--- src/rtl/uart_tx_framer_if.sv ---
// Handshake and serial-line bundle for the UART transmit framer.
// The master side supplies bytes and config; the slave side drives the line.
interface uart_tx_framer_if #(
    parameter int DATA_WIDTH     = 8,
    parameter int PRESCALE_WIDTH = 6
);
    logic [DATA_WIDTH-1:0]     P_DATA;
    logic                      Data_Valid;
    logic                      PAR_EN;
    logic                      PAR_TYP;
    logic [PRESCALE_WIDTH-1:0] Prescale;
    logic                      TX_OUT;
    logic                      Busy;

    modport master (
        output P_DATA,
        output Data_Valid,
        output PAR_EN,
        output PAR_TYP,
        output Prescale,
        input  TX_OUT,
        input  Busy
    );

    modport slave (
        input  P_DATA,
        input  Data_Valid,
        input  PAR_EN,
        input  PAR_TYP,
        input  Prescale,
        output TX_OUT,
        output Busy
    );
endinterface

--- src/rtl/uart_tx_framer.sv ---
// UART transmitter: start, LSB-first data, optional parity, stop.
// Each bit lasts Prescale clocks; TX_OUT and Busy are registered.
module uart_tx_framer #(
    parameter int DATA_WIDTH     = 8,
    parameter int PRESCALE_WIDTH = 6
) (
    input logic             clk,
    input logic             rst,
    uart_tx_framer_if.slave bus
);
    localparam int BW = $clog2(DATA_WIDTH) + 1;
    localparam logic [BW-1:0] BIT_LAST = BW'(DATA_WIDTH - 1);

    typedef enum logic [2:0] {
        IDLE,
        START,
        DATA,
        PARITY,
        STOP
    } state_t;

    state_t                    state;
    state_t                    state_nx;
    logic [PRESCALE_WIDTH-1:0] cnt;
    logic [PRESCALE_WIDTH-1:0] cnt_nx;
    logic [PRESCALE_WIDTH-1:0] pre_last;
    logic [BW-1:0]             bit_idx;
    logic [BW-1:0]             bit_nx;
    logic [DATA_WIDTH-1:0]     data_q;
    logic                      par_en_q;
    logic                      par_bit_q;
    logic                      tx_q;
    logic                      busy_q;
    logic                      tx_nx;
    logic                      busy_nx;
    logic                      data_bit;
    logic                      bit_done;
    logic                      accept;

    assign accept   = (state == IDLE) && bus.Data_Valid;
    assign bit_done = (cnt == pre_last);

    always_ff @(posedge clk or negedge rst) begin
        if (!rst) begin
            state     <= IDLE;
            cnt       <= '0;
            bit_idx   <= '0;
            tx_q      <= 1'b1;
            busy_q    <= 1'b0;
            data_q    <= '0;
            par_en_q  <= 1'b0;
            par_bit_q <= 1'b0;
            pre_last  <= '0;
        end else begin
            state   <= state_nx;
            cnt     <= cnt_nx;
            bit_idx <= bit_nx;
            tx_q    <= tx_nx;
            busy_q  <= busy_nx;
            if (accept) begin
                data_q    <= bus.P_DATA;
                par_en_q  <= bus.PAR_EN;
                par_bit_q <= (^bus.P_DATA) ^ bus.PAR_TYP;
                // a zero prescale is stretched to one clock per bit
                pre_last  <= (bus.Prescale == '0) ? '0
                                                  : bus.Prescale - 1'b1;
            end
        end
    end

    always_comb begin
        state_nx = state;
        cnt_nx   = cnt;
        bit_nx   = bit_idx;
        if (state != IDLE) begin
            cnt_nx = bit_done ? '0 : cnt + 1'b1;
        end
        unique case (state)
            IDLE: begin
                if (bus.Data_Valid) begin
                    state_nx = START;
                    cnt_nx   = '0;
                    bit_nx   = '0;
                end
            end
            START: begin
                if (bit_done) state_nx = DATA;
            end
            DATA: begin
                if (bit_done) begin
                    if (bit_idx == BIT_LAST) begin
                        bit_nx   = '0;
                        state_nx = par_en_q ? PARITY : STOP;
                    end else begin
                        bit_nx = bit_idx + 1'b1;
                    end
                end
            end
            PARITY: begin
                if (bit_done) state_nx = STOP;
            end
            STOP: begin
                if (bit_done) state_nx = IDLE;
            end
            default: state_nx = IDLE;
        endcase
    end

    always_comb begin
        data_bit = 1'b0;
        for (int i = 0; i < DATA_WIDTH; i++) begin
            if (bit_nx == BW'(i)) data_bit = data_q[i];
        end
    end

    // outputs are decoded from the next state so they register in step
    always_comb begin
        tx_nx   = 1'b1;
        busy_nx = (state_nx != IDLE);
        unique case (1'b1)
            state_nx == START:  tx_nx = 1'b0;
            state_nx == DATA:   tx_nx = data_bit;
            state_nx == PARITY: tx_nx = par_bit_q;
            default:            tx_nx = 1'b1;
        endcase
    end

    assign bus.TX_OUT = tx_q;
    assign bus.Busy   = busy_q;
endmodule

--- src/flat_wrapper.sv ---
// flat-port wrapper written by rule: the top's interface ports become plain ports
module uart_tx_framer_flat 
#(
    parameter int DATA_WIDTH     = 8,
    parameter int PRESCALE_WIDTH = 6
)
  (clk, rst, bus_P_DATA, bus_Data_Valid, bus_PAR_EN, bus_PAR_TYP, bus_Prescale, bus_TX_OUT, bus_Busy);
  uart_tx_framer_if #(.DATA_WIDTH(DATA_WIDTH), .PRESCALE_WIDTH(PRESCALE_WIDTH)) bus_i ();
  input logic clk;
  input logic rst;
  input wire logic [$bits(bus_i.P_DATA)-1:0] bus_P_DATA;
  input wire logic [$bits(bus_i.Data_Valid)-1:0] bus_Data_Valid;
  input wire logic [$bits(bus_i.PAR_EN)-1:0] bus_PAR_EN;
  input wire logic [$bits(bus_i.PAR_TYP)-1:0] bus_PAR_TYP;
  input wire logic [$bits(bus_i.Prescale)-1:0] bus_Prescale;
  output wire logic [$bits(bus_i.TX_OUT)-1:0] bus_TX_OUT;
  output wire logic [$bits(bus_i.Busy)-1:0] bus_Busy;
  assign bus_i.P_DATA = bus_P_DATA;
  assign bus_i.Data_Valid = bus_Data_Valid;
  assign bus_i.PAR_EN = bus_PAR_EN;
  assign bus_i.PAR_TYP = bus_PAR_TYP;
  assign bus_i.Prescale = bus_Prescale;
  assign bus_TX_OUT = bus_i.TX_OUT;
  assign bus_Busy = bus_i.Busy;
  uart_tx_framer #(.DATA_WIDTH(DATA_WIDTH), .PRESCALE_WIDTH(PRESCALE_WIDTH)) u_core (.clk(clk), .rst(rst), .bus(bus_i));
endmodule
--- config.mk ---
export PLATFORM = sky130hd
export DESIGN_NAME = uart_tx_framer_flat
export DESIGN_NICKNAME = d
export VERILOG_FILES = /design/src/rtl/uart_tx_framer_if.sv /design/src/rtl/uart_tx_framer.sv /design/src/flat_wrapper.sv
export SDC_FILE = /design/constraint.sdc
export NUM_CORES = 1
export LEC_CHECK = 0
export BUFFER_PORTS_ARGS = -buffer_cell sky130_fd_sc_hd__buf_2
export CAP_MARGIN = 20
export CORE_MARGIN = 2
export CORE_UTILIZATION = 45
export DETAILED_ROUTE_END_ITERATION = 12
export PLACE_DENSITY = 0.67
export SLEW_MARGIN = 10
export SYNTH_ARGS = -nofsm -noshare
export SYNTH_HDL_FRONTEND = slang
export SYNTH_SLANG_ARGS = --single-unit
--- constraint.sdc ---
create_clock -name clk -period 2 [get_ports clk]
set_input_delay 0.1 -clock clk [delete_from_list [all_inputs] [get_ports clk]]
set_output_delay 0.1 -clock clk [all_outputs]
set_load 0.02 [all_outputs]
# Word level (Yosys, flattened, before mapping)
# Cells that the tools add are included.
# op_classes
n_addsub	3
eq_ne	16
n_mux	26
bitwise	1
n_reduce_logical	7
# ops
operator	count
2-to-1 mux 6 bit	5
2-to-1 mux 3 bit	7
== test 4 x 3 -> 1 bit (second input constant)	5
case mux 3 bit (5 select lines)	1
== test 3 x 2 -> 1 bit (second input constant)	4
2-to-1 mux 4 bit	3
== test 4 x 2 -> 1 bit (second input constant)	2
2-to-1 mux 1 bit	8
case mux 4 bit (2 select lines)	1
parity 8 bit	1
adder 6 x 1 -> 6 bit (second input constant)	1
== test 3 x 1 -> 1 bit (second input constant)	2
== test 6 bit	1
zero test 6 bit	1
nonzero test 3 bit	2
subtractor 6 x 1 -> 6 bit (second input constant)	1
adder 4 x 1 -> 4 bit (second input constant)	1
== test 4 x 1 -> 1 bit (second input constant)	1
zero test 4 bit	1
== test 3 bit (second input constant)	1
zero test 3 bit	1
case mux 1 bit (3 select lines)	1
logical AND 1 bit	1
XOR 1 bit	1
# word_totals
ff_bits	31
output_inout_bits	2
wordCells	62

# Depth between registers and ports, before layout
# Gate-level depths: netlist (run 1).
# depth
depth_word	14
ltp_mapped	9
mapped_depth_nobuf	9

# Least setup slack after synthesis (run 1)
# OpenSTA, ideal clock, no wires.
# synth_path
kind	register -> register
start	register u_core.state[0]
end	register u_core.tx_q (netlist: u_core.bus.TX_OUT)
setup_time_ns	0.089
arrival_ns	1.930
required_ns	1.911
path_slack_ns	-0.019
stages_incl_launch_ff	9
n_path_buf	1
period_less_slack_ns	2.019
cell_sequence	dfrtp_1 buf_2 or3b_1 nor3b_1 a221oi_2 and2_4 mux2_1 o211ai_2 o221ai_2
# synth_between
elab_chain_len	12
# synth_rtl
item	line_no	rtl
from (decl)	uart_tx_framer.sv:22	state_t state;
from (signal assigned)	uart_tx_framer.sv:55	state <= state_nx;
== test 3 x 2 -> 1 bit / zero test 3 bit (equally long branches)	uart_tx_framer.sv:78	unique case (state)
case mux 4 bit (2 select lines)	uart_tx_framer.sv:78	
zero test 4 bit	uart_tx_framer.sv:112	if (bit_nx == BW'(i)) data_bit = data_q[i];
2-to-1 mux 1 bit (8 in series)	uart_tx_framer.sv:112	
case mux 1 bit (3 select lines) *	uart_tx_framer.sv:120	unique case (1'b1)
net u_core.tx_nx	uart_tx_framer.sv:34	logic tx_nx;
to (signal assigned)	uart_tx_framer.sv:58	tx_q <= tx_nx;
to (decl)	uart_tx_framer.sv:32	logic tx_q;
# The timed path passes the listed nets; every way through them passes the cells marked *.
# A chain may end at the register's enable or synchronous reset.

# Final worst setup path (run 1)
# layout_path
start	register u_core.cnt[1]
end	register u_core.tx_q (netlist: u_core.bus.TX_OUT)
# layout_between
elab_chain_len	13
# layout_rtl
item	line_no	rtl
from (decl)	uart_tx_framer.sv:24	logic [PRESCALE_WIDTH-1:0] cnt;
from (signal assigned)	uart_tx_framer.sv:56	cnt <= cnt_nx;
== test 6 bit *	uart_tx_framer.sv:41	assign bit_done = (cnt == pre_last);
2-to-1 mux 4 bit	uart_tx_framer.sv:90	if (bit_done) begin
case mux 4 bit (2 select lines)	uart_tx_framer.sv:78	
zero test 4 bit	uart_tx_framer.sv:112	
2-to-1 mux 1 bit (8 in series)	uart_tx_framer.sv:112	
case mux 1 bit (3 select lines) *	uart_tx_framer.sv:120	
net u_core.tx_nx	uart_tx_framer.sv:34	
# Marks and branches as above.

==> impl_metrics.json, run 1 <==
{
  "status": "complete, but fails checks",
  "violations": "setup timing",
  "r2r_start": "u_core.cnt[1]",
  "cap_violations": 0,
  "syn_avg_cell_area_um2": 10.1,
  "die-area_um2": 4450,
  "nets": 252,
  "whs_path_depth": 2,
  "ys.warnings.count": 0,
  "viasPerCell": 5.53,
  "p_per_area_nw_per_um2": 566,
  "core_area_um2": 3720,
  "synth_fa_ha_area_share_pct": 2.83,
  "ant_nets": 0,
  "htreeDepth": 2,
  "hold_viol_final": 0,
  "synthSimpleGateAreaFrac_pct": 18.7,
  "setup_viol": 1,
  "dp_hpwl_mm": 3.09,
  "dpl_cell_area_um2": 2080,
  "clk_pin_slew_ps": 60,
  "drcViolationCount": 0,
  "end_kind": "flop",
  "intPower_uw": 1070,
  "fin_skew_ps": 3.59,
  "port_buffers": 20,
  "area_growth_syn_to_layout_pct": 34.4,
  "hold_path_class": "in2reg",
  "path_class": "reg2reg",
  "nFillCells": 297,
  "final_cell_area_um2": 2380,
  "synth_fp_nets": 199,
  "p_switching_uw": 278,
  "cts.sinks": 31,
  "grt_max_degree": 32,
  "cts-buffers-inserted": 5,
  "p_leak_uw": 0.00102,
  "slew_viol_final": 0,
  "ys_ff_latch": 31,
  "ys.flop_type": "dfrtp_1",
  "max_freq_mhz": 492,
  "holdWs_ps": 35.5,
  "synthCells": 176,
  "required_ps": 2210,
  "synth_top_family_by_area": "simple AND/OR/NAND/NOR gates",
  "vdd_drop_max_mv": 0.348,
  "ys_top_cells_by_area": "dfrtp_1 (42%), xnor2_1 (7.9%), mux2_2 (5.7%), nand2_1 (4.7%), xor2_1 (3.0%)",
  "die_w_um": 66.7,
  "sequentialPowerShare_pct": 46.6,
  "cp.arrival_ps": 2240,
  "async_reset_ff_share_pct": 100,
  "synth.largest_area_cell": "dfrtp_1",
  "drt_iter0_markers": 106,
  "first_pass_iters": 5,
  "grt.overflow.total": 0,
  "io_pins": 21,
  "clockBufferDepth": 2,
  "netlist_area_um2": 1770,
  "min_delay_worst_endpoint": "u_core.pre_last[0]",
  "die_y_um": 66.7,
  "grt_pass1_vias": 1585,
  "grt_antenna_before_repair": 0,
  "synth_mux_area_share_pct": 8.63,
  "routedWlPerCell_um": 15.8,
  "yosysTopAreaCellShare_pct": 42.4,
  "place.gp.congestion": 0.903,
  "ys_types": 48,
  "fin_util_pct": 64.0,
  "r2r-end": "u_core.bus.TX_OUT",
  "min_from": "bus_Prescale[0]",
  "synth_edf_count": 0,
  "seq_area_frac_synth_pct": 43.9,
  "worst-r2r-setup-slack_ps": -30,
  "antennaDiodeCount": 0,
  "path_cells": "xnor2_2, and4_4, mux2_4, and2_4, a2111o_1, o211ai_2, o221ai_2",
  "track_usage_pct": 22.4,
  "slew_headroom_pct": 54.9,
  "start_kind": "flop",
  "slowest_delay_ps": 420,
  "synth_compound_area_share_pct": 12.0,
  "worstMarginPinSlew_ps": 677,
  "place_ws_ps": -64.6,
  "cts_root_buf": "clkbuf_8",
  "insertion_delay_ps": 290,
  "slowest_stage": "dfrtp_1",
  "start_util_pct": 47.6,
  "combPwrFrac_pct": 6.1,
  "period_needed_ps": 2030,
  "synth-xor-area-share_pct": 10.9,
  "rsz0062_at_grt": "yes",
  "fin_ws_ps": -32.0,
  "fin_crit_sh_pct": 102,
  "p_clk_share_pct": 47.3,
  "layout-drive-gt1-share_pct": 41.7,
  "fin_total_pwr_uw": 1350,
  "rows": 22,
  "totalWireLength_mm": 4.39,
  "vias": 1538,
  "cts_tree": "done",
  "worstPathMaxFanout": 4,
  "swShare_pct": 20.6,
  "worstRegToRegCells": 7,
  "grt_pass1_wl_mm": 7.25
}
## flip-flops by register name, indices dropped and copies added (netlist names)
register,count
u_core.state,3
u_core.pre_last,6
u_core.bit_idx,4
u_core.par_bit_q,1
u_core.bus.Busy,1
u_core.data_q,8
u_core.cnt,6
u_core.par_en_q,1
u_core.bus.TX_OUT,1
## critical path: cells and delay by family (launching register included)
family / cells / cell delay [ps]
XOR/XNOR: 1 / 180
multiplexers: 1 / 310
AND/OR/NAND/NOR: 2 / 460
AO/OA/AOI/OAI: 3 / 560
flip-flops: 1 / 420
## layer usage
metal	share of wire, %	GRT usage [%]	wire, um
met1	42	26.5	1830
met2	51	39.0	2240
met3	3.6	4.73	156
met4	3.6	9.95	158
met5	0	0	0
## power by group through the flow
stage / Combinational [uW] / Clock (uW) / Sequential (uW)
after floorplan: 39.8 / 0 / 639
after global placement: 78.8 / 0 / 639
after detailed placement: 82.8 / 0 / 639
after CTS: 84.7 / 651 / 627
after global routing: 95.2 / 679 / 626
final: 82.1 / 638 / 627
## logic make-up (layout without fill, tap and decap cells)
kind of cell    Yosys count  after routing
flops                    31             31
compound gates           28             28
simple gates             66             66
buf+inv                  12             66
xor+xnor                 22             22
mux                      13             13
fa+ha+maj                 4              4
## cell type report
type | instances | area, um^2 | share of cell area, %
Sequential cell | 31 | 779 | 32.8
Timing Repair Buffer | 50 | 328 | 13.8
Clock buffer | 6 | 82.6 | 3.47
Multi-Input combinational cell | 133 | 1060 | 44.7
Clock inverter | 2 | 35.0 | 1.47
Inverter | 8 | 30.0 | 1.26
Tap cell | 48 | 60.1 | 2.52
## placed cells by master, fill, tap and decap left out, types with 2 or more instances in the layout
cell and n:
nand4_1 4, buf_2 20, dfrtp_1 28, inv_1 7
xor2_1 6, xnor2_2 6, mux2_2 9, dfrtp_2 2
ha_1 3, xnor2_1 10, nand3b_1 2, nor3_1 3
nor3b_4 2, and2_1 2, buf_4 29, mux2_4 3
o21ai_0 9, nand2_1 21, o21ai_1 3, clkbuf_8 6
and2_4 2, nand3_1 7, nor2_1 11
## through the flow
stage	std cells	setup TNS (ps)
floorplan	176	0
global placement	263	0
detailed placement	263	-90.7
CTS	276	-22.9
global route	278	-144
finish	278	-32.0
## worst max-delay path by stage
stage | end | slack, ps | from | cells after the start
final | u_core.bus.TX_OUT | -30 | u_core.cnt[1] | 7
after global routing | u_core.bus.TX_OUT | -140 | u_core.state[2] | 7
after CTS | u_core.bus.TX_OUT | -20 | u_core.cnt[4] | 7
after detailed placement | u_core.bus.TX_OUT | -60 | u_core.state[2] | 7
after global placement | u_core.bus.TX_OUT | 6 | u_core.cnt[0] | 7
after floorplan | u_core.bus.TX_OUT | 20 | u_core.cnt[0] | 8
## what timing repair did
action / CTS / global route
endpoints found under the setup margin: 2 / 2
setup buffers: 4 / 2
pin swaps: 7 / 8
resized for setup: 14 / 12
hold buffers: 1 / 0
endpoints found under the hold margin: 30 / 0
## synthesized netlist by cell type (all sizes together), types with 4 or more instances
cell and number:
mux2 12, nand4 4, nor3 5, o21ai 12, xnor2 16, nand2 22, xor2 6, and2 4
dfrtp 30, nand3 8, ha 4, inv 8, nor2 13
No activity file was read; power rests on OpenSTA's default activity.
==> run 2, diff against run 1 <==
--- a/config.mk
+++ b/config.mk
@@ -5,12 +5,14 @@
 export SDC_FILE = /design/constraint.sdc
 export NUM_CORES = 1
 export LEC_CHECK = 0
+export ABC_AREA = 1
 export BUFFER_PORTS_ARGS = -buffer_cell sky130_fd_sc_hd__buf_2
 export CAP_MARGIN = 20
 export CORE_MARGIN = 2
 export CORE_UTILIZATION = 45
+export CTS_CLUSTER_SIZE = 8
 export DETAILED_ROUTE_END_ITERATION = 12
-export PLACE_DENSITY = 0.67
+export PLACE_DENSITY = 0.66
 export SLEW_MARGIN = 10
 export SYNTH_ARGS = -nofsm -noshare
 export SYNTH_HDL_FRONTEND = slang
==> impl_metrics.json, run 2 <==
{
  "end_kind": "flop",
  "rsz0062_at_grt": "no",
  "cts_root_buf": "clkbuf_8",
  "regMostFlops": "u_core.data_q",
  "hold_path_class": "in2reg",
  "gr-usage-met1_pct": 24.9,
  "die-area_um2": 4640,
  "dp_hpwl_mm": 2.78,
  "clk_pin_slew_ps": 60,
  "ys_ff_latch": 31,
  "whs_path_depth": 3,
  "synth_edf_count": 0,
  "nets": 286,
  "largest_reg_flops": 8,
  "p_leak_uw": 0.00107,
  "slew_viol_final": 0,
  "synthCells": 232,
  "fin_crit_sh_pct": 89.7,
  "seq_area_frac_synth_pct": 42.0,
  "track_usage_pct": 18.1,
  "start_util_pct": 46.6,
  "viasPerCell": 4.81,
  "die_w_um": 68.1,
  "cts_tree": "done",
  "path_class": "reg2reg",
  "top_regs": "u_core.data_q: 8 flops, u_core.cnt: 6 flops, u_core.pre_last: 6 flops",
  "grt_pass1_vias": 1382,
  "intPower_uw": 1680,
  "min_from": "bus_PAR_EN",
  "ant_nets": 0,
  "grt.overflow.total": 0,
  "fin_util_pct": 54.2,
  "min_delay_worst_endpoint": "u_core.par_en_q",
  "die_y_um": 68.1,
  "combPwrFrac_pct": 47.7,
  "ys_top_cells_by_area": "dfrtp_1 (41%), nand2_1 (11%), inv_1 (6.9%), xnor2_1 (4.7%), nand3_1 (4.3%)",
  "start_kind": "flop",
  "ys_types": 34,
  "synth_top_cells_by_count": "nand2_1 (53), inv_1 (34), dfrtp_1 (30)",
  "cts-buffers-inserted": 5,
  "drcViolationCount": 0,
  "slew_headroom_pct": 52.4,
  "nFillCells": 402,
  "core_area_um2": 3970,
  "vdd_drop_max_mv": 0.625,
  "hold_viol_final": 0,
  "yosysTopAreaCellShare_pct": 40.6,
  "cts.sinks": 31,
  "max_freq_mhz": 557,
  "synth_most_common_cell": "nand2_1",
  "grt_antenna_before_repair": 0,
  "drt_iter0_markers": 64,
  "async_reset_ff_share_pct": 100,
  "area_growth_syn_to_layout_pct": 16.3,
  "grt_use_met3_pct": 4.93,
  "holdWs_ps": 29.5,
  "worstMarginPinSlew_ps": 708,
  "port_buffers": 20,
  "antennaDiodeCount": 0,
  "routedWlPerCell_um": 11.4,
  "cp.arrival_ps": 2010,
  "status": "complete, no violations",
  "sequentialPowerShare_pct": 36.5,
  "r2r_start": "u_core.cnt[0]",
  "htreeDepth": 2,
  "insertion_delay_ps": 280,
  "period_needed_ps": 1790,
  "grt_pass1_wl_mm": 6.11,
  "grt_max_degree": 32,
  "fin_skew_ps": 3.51,
  "worstPathMaxFanout": 9,
  "synth.largest_area_cell": "dfrtp_1",
  "place.gp.congestion": 0.816,
  "swShare_pct": 42.6,
  "io_pins": 21,
  "p_clk_share_pct": 15.8,
  "ys.flop_type": "dfrtp_1",
  "tns_ps": 0,
  "totalWireLength_mm": 3.58,
  "final_common_cell": "nand2_1",
  "cap_violations": 0,
  "ys.warnings.count": 0,
  "first_pass_iters": 4,
  "layout-drive-gt1-share_pct": 21.6,
  "p_switching_uw": 1250,
  "use_met2_pct": 26.5,
  "layout_common_cells": "nand2_1 (53), inv_1 (34), dfrtp_1 (30)",
  "setup_viol": 0,
  "worst-r2r-setup-slack_ps": 210,
  "rows": 23,
  "netlist_area_um2": 1850,
  "worstRegToRegCells": 13,
  "p_per_area_nw_per_um2": 1360,
  "busiest_layer": "met2",
  "clockBufferDepth": 2,
  "r2r-end": "u_core.bus.TX_OUT",
  "synth_fp_nets": 255,
  "required_ps": 2220,
  "syn_avg_cell_area_um2": 7.97,
  "vias": 1509
}
## run 2: cell count changes after synthesis, moves of 3 or more
| cell | change |
|---|---|
| inv_1 | +27 |
| xnor2_1 | -6 |
| inv_2 | +4 |
| o22ai_1 | +6 |
| nand3_1 | +8 |
| a21oi_1 | +6 |
| nor2_2 | +3 |
| nand2_1 | +31 |
| mux2_2 | -9 |
| nand2_2 | +6 |
| nand3_2 | +4 |
## run 2: power by group through the flow
stage | combinational (uW) | clock, uW | sequential [uW]
5_1_grt | 1590 | 504 | 1100
2_1_floorplan | 1030 | 0 | 1060
6_report | 1390 | 462 | 1060
3_3_place_gp | 1300 | 0 | 1080
4_1_cts | 1330 | 479 | 1070
3_5_place_dp | 1310 | 0 | 1080
## run 2: how the worst max path moves through the flow
stage	from	slack (ps)	to	cells after the start
6_report	u_core.cnt[0]	210	u_core.bus.TX_OUT	13
5_1_grt	u_core.state[2]	6	u_core.bus.TX_OUT	10
4_1_cts	u_core.cnt[0]	20	u_core.bus.TX_OUT	14
3_5_place_dp	u_core.cnt[0]	60	u_core.bus.TX_OUT	14
3_3_place_gp	u_core.cnt[0]	90	u_core.bus.TX_OUT	14
2_1_floorplan	u_core.state[2]	450	u_core.bus.TX_OUT	11
## run 2: layout make-up
class | count | area [um^2] | share of cell area (%)
clock buffer | 7 | 76.3 | 3.55
clock inverter | 1 | 5.00 | 0.233
inverter | 40 | 150 | 6.98
multi-input combinational | 158 | 912 | 42.4
sequential | 31 | 777 | 36.1
tap | 50 | 62.6 | 2.91
timing repair buffer | 27 | 168 | 7.80
## run 2: routing by layer
layer	vias to the layer above	share of wire [%]
met5	-	0
met4	0	1.8
met3	5	2.1
met2	19	46
met1	680	50
li1	805	-
## run 2: worst max-delay path, cell delays in order (launching register included)
cell	delay (ps)
dfrtp_1	370
inv_1	100
nand2_1	70
nand2_1	60
nor2_2	160
nand3_4	160
buf_12	170
nor2_8	90
nand3_2	80
o21ai_1	90
nor2_1	70
nor2_1	110
nand4_1	110
nand3_1	80
## run 2: cell families (layout without fill, tap and decap cells)
family	count (synthesis)	count (layout)	share of synthesized area (%)
simple gates	106	106	27.9
buf+inv	43	75	9.20
compound gates	31	31	10.1
flops	31	31	42.0
xor+xnor	17	17	8.05
fa+ha+maj	4	4	2.71
## run 2: stage by stage
stage / cells / cell area [um^2] / setup slack, ps / total power (uW)
3_3_place_gp: 302 / 2010 / 89.7 / 2370
5_1_grt: 314 / 2150 / 6.20 / 3190
3_5_place_dp: 302 / 2010 / 59.6 / 2390
2_1_floorplan: 232 / 1850 / 455 / 2090
6_report: 314 / 2150 / 206 / 2920
4_1_cts: 311 / 2110 / 21.7 / 2870
## run 2: repair_timing
item	CTS	global route
hold endpoints to repair	30	0
gates resized for setup	0	2
endpoints found under the setup margin	0	2
hold buffers	1	0
buffers inserted	0	3
==> run 3, diff against run 2 <==
--- a/config.mk
+++ b/config.mk
@@ -12,7 +12,7 @@
 export CORE_UTILIZATION = 45
 export CTS_CLUSTER_SIZE = 8
 export DETAILED_ROUTE_END_ITERATION = 12
-export PLACE_DENSITY = 0.66
+export PLACE_DENSITY = 0.64
 export SLEW_MARGIN = 10
 export SYNTH_ARGS = -nofsm -noshare
 export SYNTH_HDL_FRONTEND = slang
==> constraint.sdc (replaced) <==
create_clock -name clk -period 2.3 [get_ports clk]
set_input_delay 0.115 -clock clk [delete_from_list [all_inputs] [get_ports clk]]
set_output_delay 0.115 -clock clk [all_outputs]
set_load 0.02 [all_outputs]
==> impl_metrics.json, run 3 (same netlist as run 2, synthesis figures left out) <==
{
  "sequentialPowerShare_pct": 36.6,
  "vias": 1488,
  "intPower_uw": 1450,
  "layout-drive-gt1-share_pct": 20.4,
  "start_util_pct": 46.6,
  "p_leak_uw": 0.00105,
  "p_switching_uw": 1090,
  "crit_start": "u_core.cnt[0]",
  "layout_common_cells": "nand2_1 (53), inv_1 (34), dfrtp_1 (30)",
  "routedWlPerCell_um": 11.4,
  "status": "complete, no violations",
  "ant_nets": 0,
  "track_usage_pct": 18.3,
  "die-area_um2": 4640,
  "combPwrFrac_pct": 46.2,
  "die_y_um": 68.1,
  "setup_viol": 0,
  "place.gp.congestion": 0.836,
  "totalWireLength_mm": 3.54,
  "vdd_drop_max_mv": 0.670,
  "p_clk_share_pct": 17.2,
  "cap_violations": 0,
  "grt_antenna_before_repair": 0,
  "hold_viol_final": 0,
  "cp.arrival_ps": 2200,
  "clockBufferDepth": 2,
  "period_needed_ps": 1980,
  "cts_tree": "done",
  "fin_skew_ps": 5.11,
  "fin_crit_sh_pct": 85.9,
  "insertion_delay_ps": 280,
  "final_common_cell": "nand2_1",
  "clk_pin_slew_ps": 70,
  "worstMarginPinSlew_ps": 701,
  "grt_pass1_vias": 1395,
  "start_kind": "flop",
  "antennaDiodeCount": 0,
  "htreeDepth": 2,
  "rows": 23,
  "stdcell_count": 310,
  "r2r_start": "u_core.cnt[0]",
  "drcViolationCount": 0,
  "rsz0062_at_grt": "no",
  "p_per_area_nw_per_um2": 1200,
  "regMostFlops": "u_core.data_q",
  "grt_pass1_wl_mm": 6.25,
  "path_class": "reg2reg",
  "core_area_um2": 3970,
  "die_w_um": 68.1,
  "io_pins": 21,
  "slew_headroom_pct": 52.9,
  "end_kind": "flop",
  "worstRegToRegCells": 14,
  "hold_path_class": "in2reg",
  "drt_iter0_markers": 80,
  "top_regs": "u_core.data_q: 8 flops, u_core.cnt: 6 flops, u_core.pre_last: 6 flops",
  "dp_hpwl_mm": 2.70,
  "dp.cells": 301,
  "tns_ps": 0,
  "slew_viol_final": 0,
  "viasPerCell": 4.80,
  "largest_reg_flops": 8,
  "cts_setup_buffers": 0,
  "crit_path_end": "u_core.bus.TX_OUT",
  "worst-r2r-setup-slack_ps": 320,
  "grt.overflow.total": 0,
  "cts-buffers-inserted": 5,
  "required_ps": 2520,
  "grt_max_degree": 32,
  "worstPathMaxFanout": 12,
  "r2r-end": "u_core.bus.TX_OUT",
  "cts.sinks": 31,
  "swShare_pct": 42.9,
  "max_freq_mhz": 506,
  "nets": 282,
  "first_pass_iters": 4,
  "nFillCells": 380,
  "cts_root_buf": "clkbuf_8",
  "port_buffers": 20,
  "area_growth_syn_to_layout_pct": 14.4
}
-- run 3: cell types whose count changed in the layout (fill, tap and decap cells not counted), sizes merged --
cell	change
buf	-4
-- run 3: worst min path at each step --
stage | slack [ps] | to | cells past startpoint | start
2_1_floorplan | -180 | u_core.bit_idx[0] | 0 | rst
3_3_place_gp | 210 | u_core.pre_last[5] | 1 | rst
3_5_place_dp | 200 | u_core.pre_last[5] | 1 | rst
4_1_cts | 10 | u_core.pre_last[0] | 2 | bus_Prescale[0]
5_1_grt | 20 | u_core.pre_last[0] | 2 | bus_Prescale[0]
6_report | 20 | u_core.pre_last[0] | 2 | bus_Prescale[0]
-- run 3: power groups by stage --
stage | combinational, uW | sequential, uW | clock, uW
global route | 1350 | 953 | 473
global placement | 1130 | 933 | 0
detailed placement | 1140 | 933 | 0
CTS | 1150 | 925 | 449
floorplan | 892 | 921 | 0
finish | 1170 | 926 | 435
-- run 3: final cells by class --
class                      count  area [um^2]  area share, %
clock inverter                 1         5.00          0.237
clock buffer                   7         86.3           4.08
sequential                    31          777           36.7
multi-input combinational    158          910           43.0
tap                           50         62.6           2.96
inverter                      40          150           7.10
timing repair buffer          23          125           5.91
-- run 3: repair_timing --
item / in CTS / in global routing
hold endpoints to repair: 30 / 0
setup endpoints to repair: 0 / 1
gates resized for setup: 0 / 1
hold buffers: 1 / 0
-- run 3: per-layer routing --
metal / GRT usage [%] / share of wire, % / up-vias
met2: 28.5 / 44 / 24
li1: - / - / 791
met5: 0 / 0 / -
met3: 4.93 / 3.3 / 4
met1: 24.8 / 51 / 669
met4: 5.25 / 1.0 / 0
-- run 3: metrics by stage --
stage / util, % / total power (uW) / setup WS, ps / cell area (um^2) / hold WS, ps
floorplan: - / 1810 / 755 / 1850 / -181
global placement: 50.5 / 2060 / 403 / 2010 / 207
detailed placement: 50.5 / 2080 / 334 / 2010 / 203
CTS: 53.1 / 2530 / 290 / 2110 / 14.6
global route: 53.3 / 2780 / 79.4 / 2120 / 24.2
finish: 53.3 / 2530 / 325 / 2120 / 24.7
-- run 3: critical path: stages, from the launching register on --
cell	delay [ps]
dfrtp_1	390
inv_1	100
nand2_1	70
nand2_1	50
nor2_1	250
nand3_4	250
nand2_1	130
nand3_2	130
nand2_2	130
nand2_1	70
nand2_1	60
nand2_1	60
nand3b_1	80
nand4_1	70
nand3_1	80
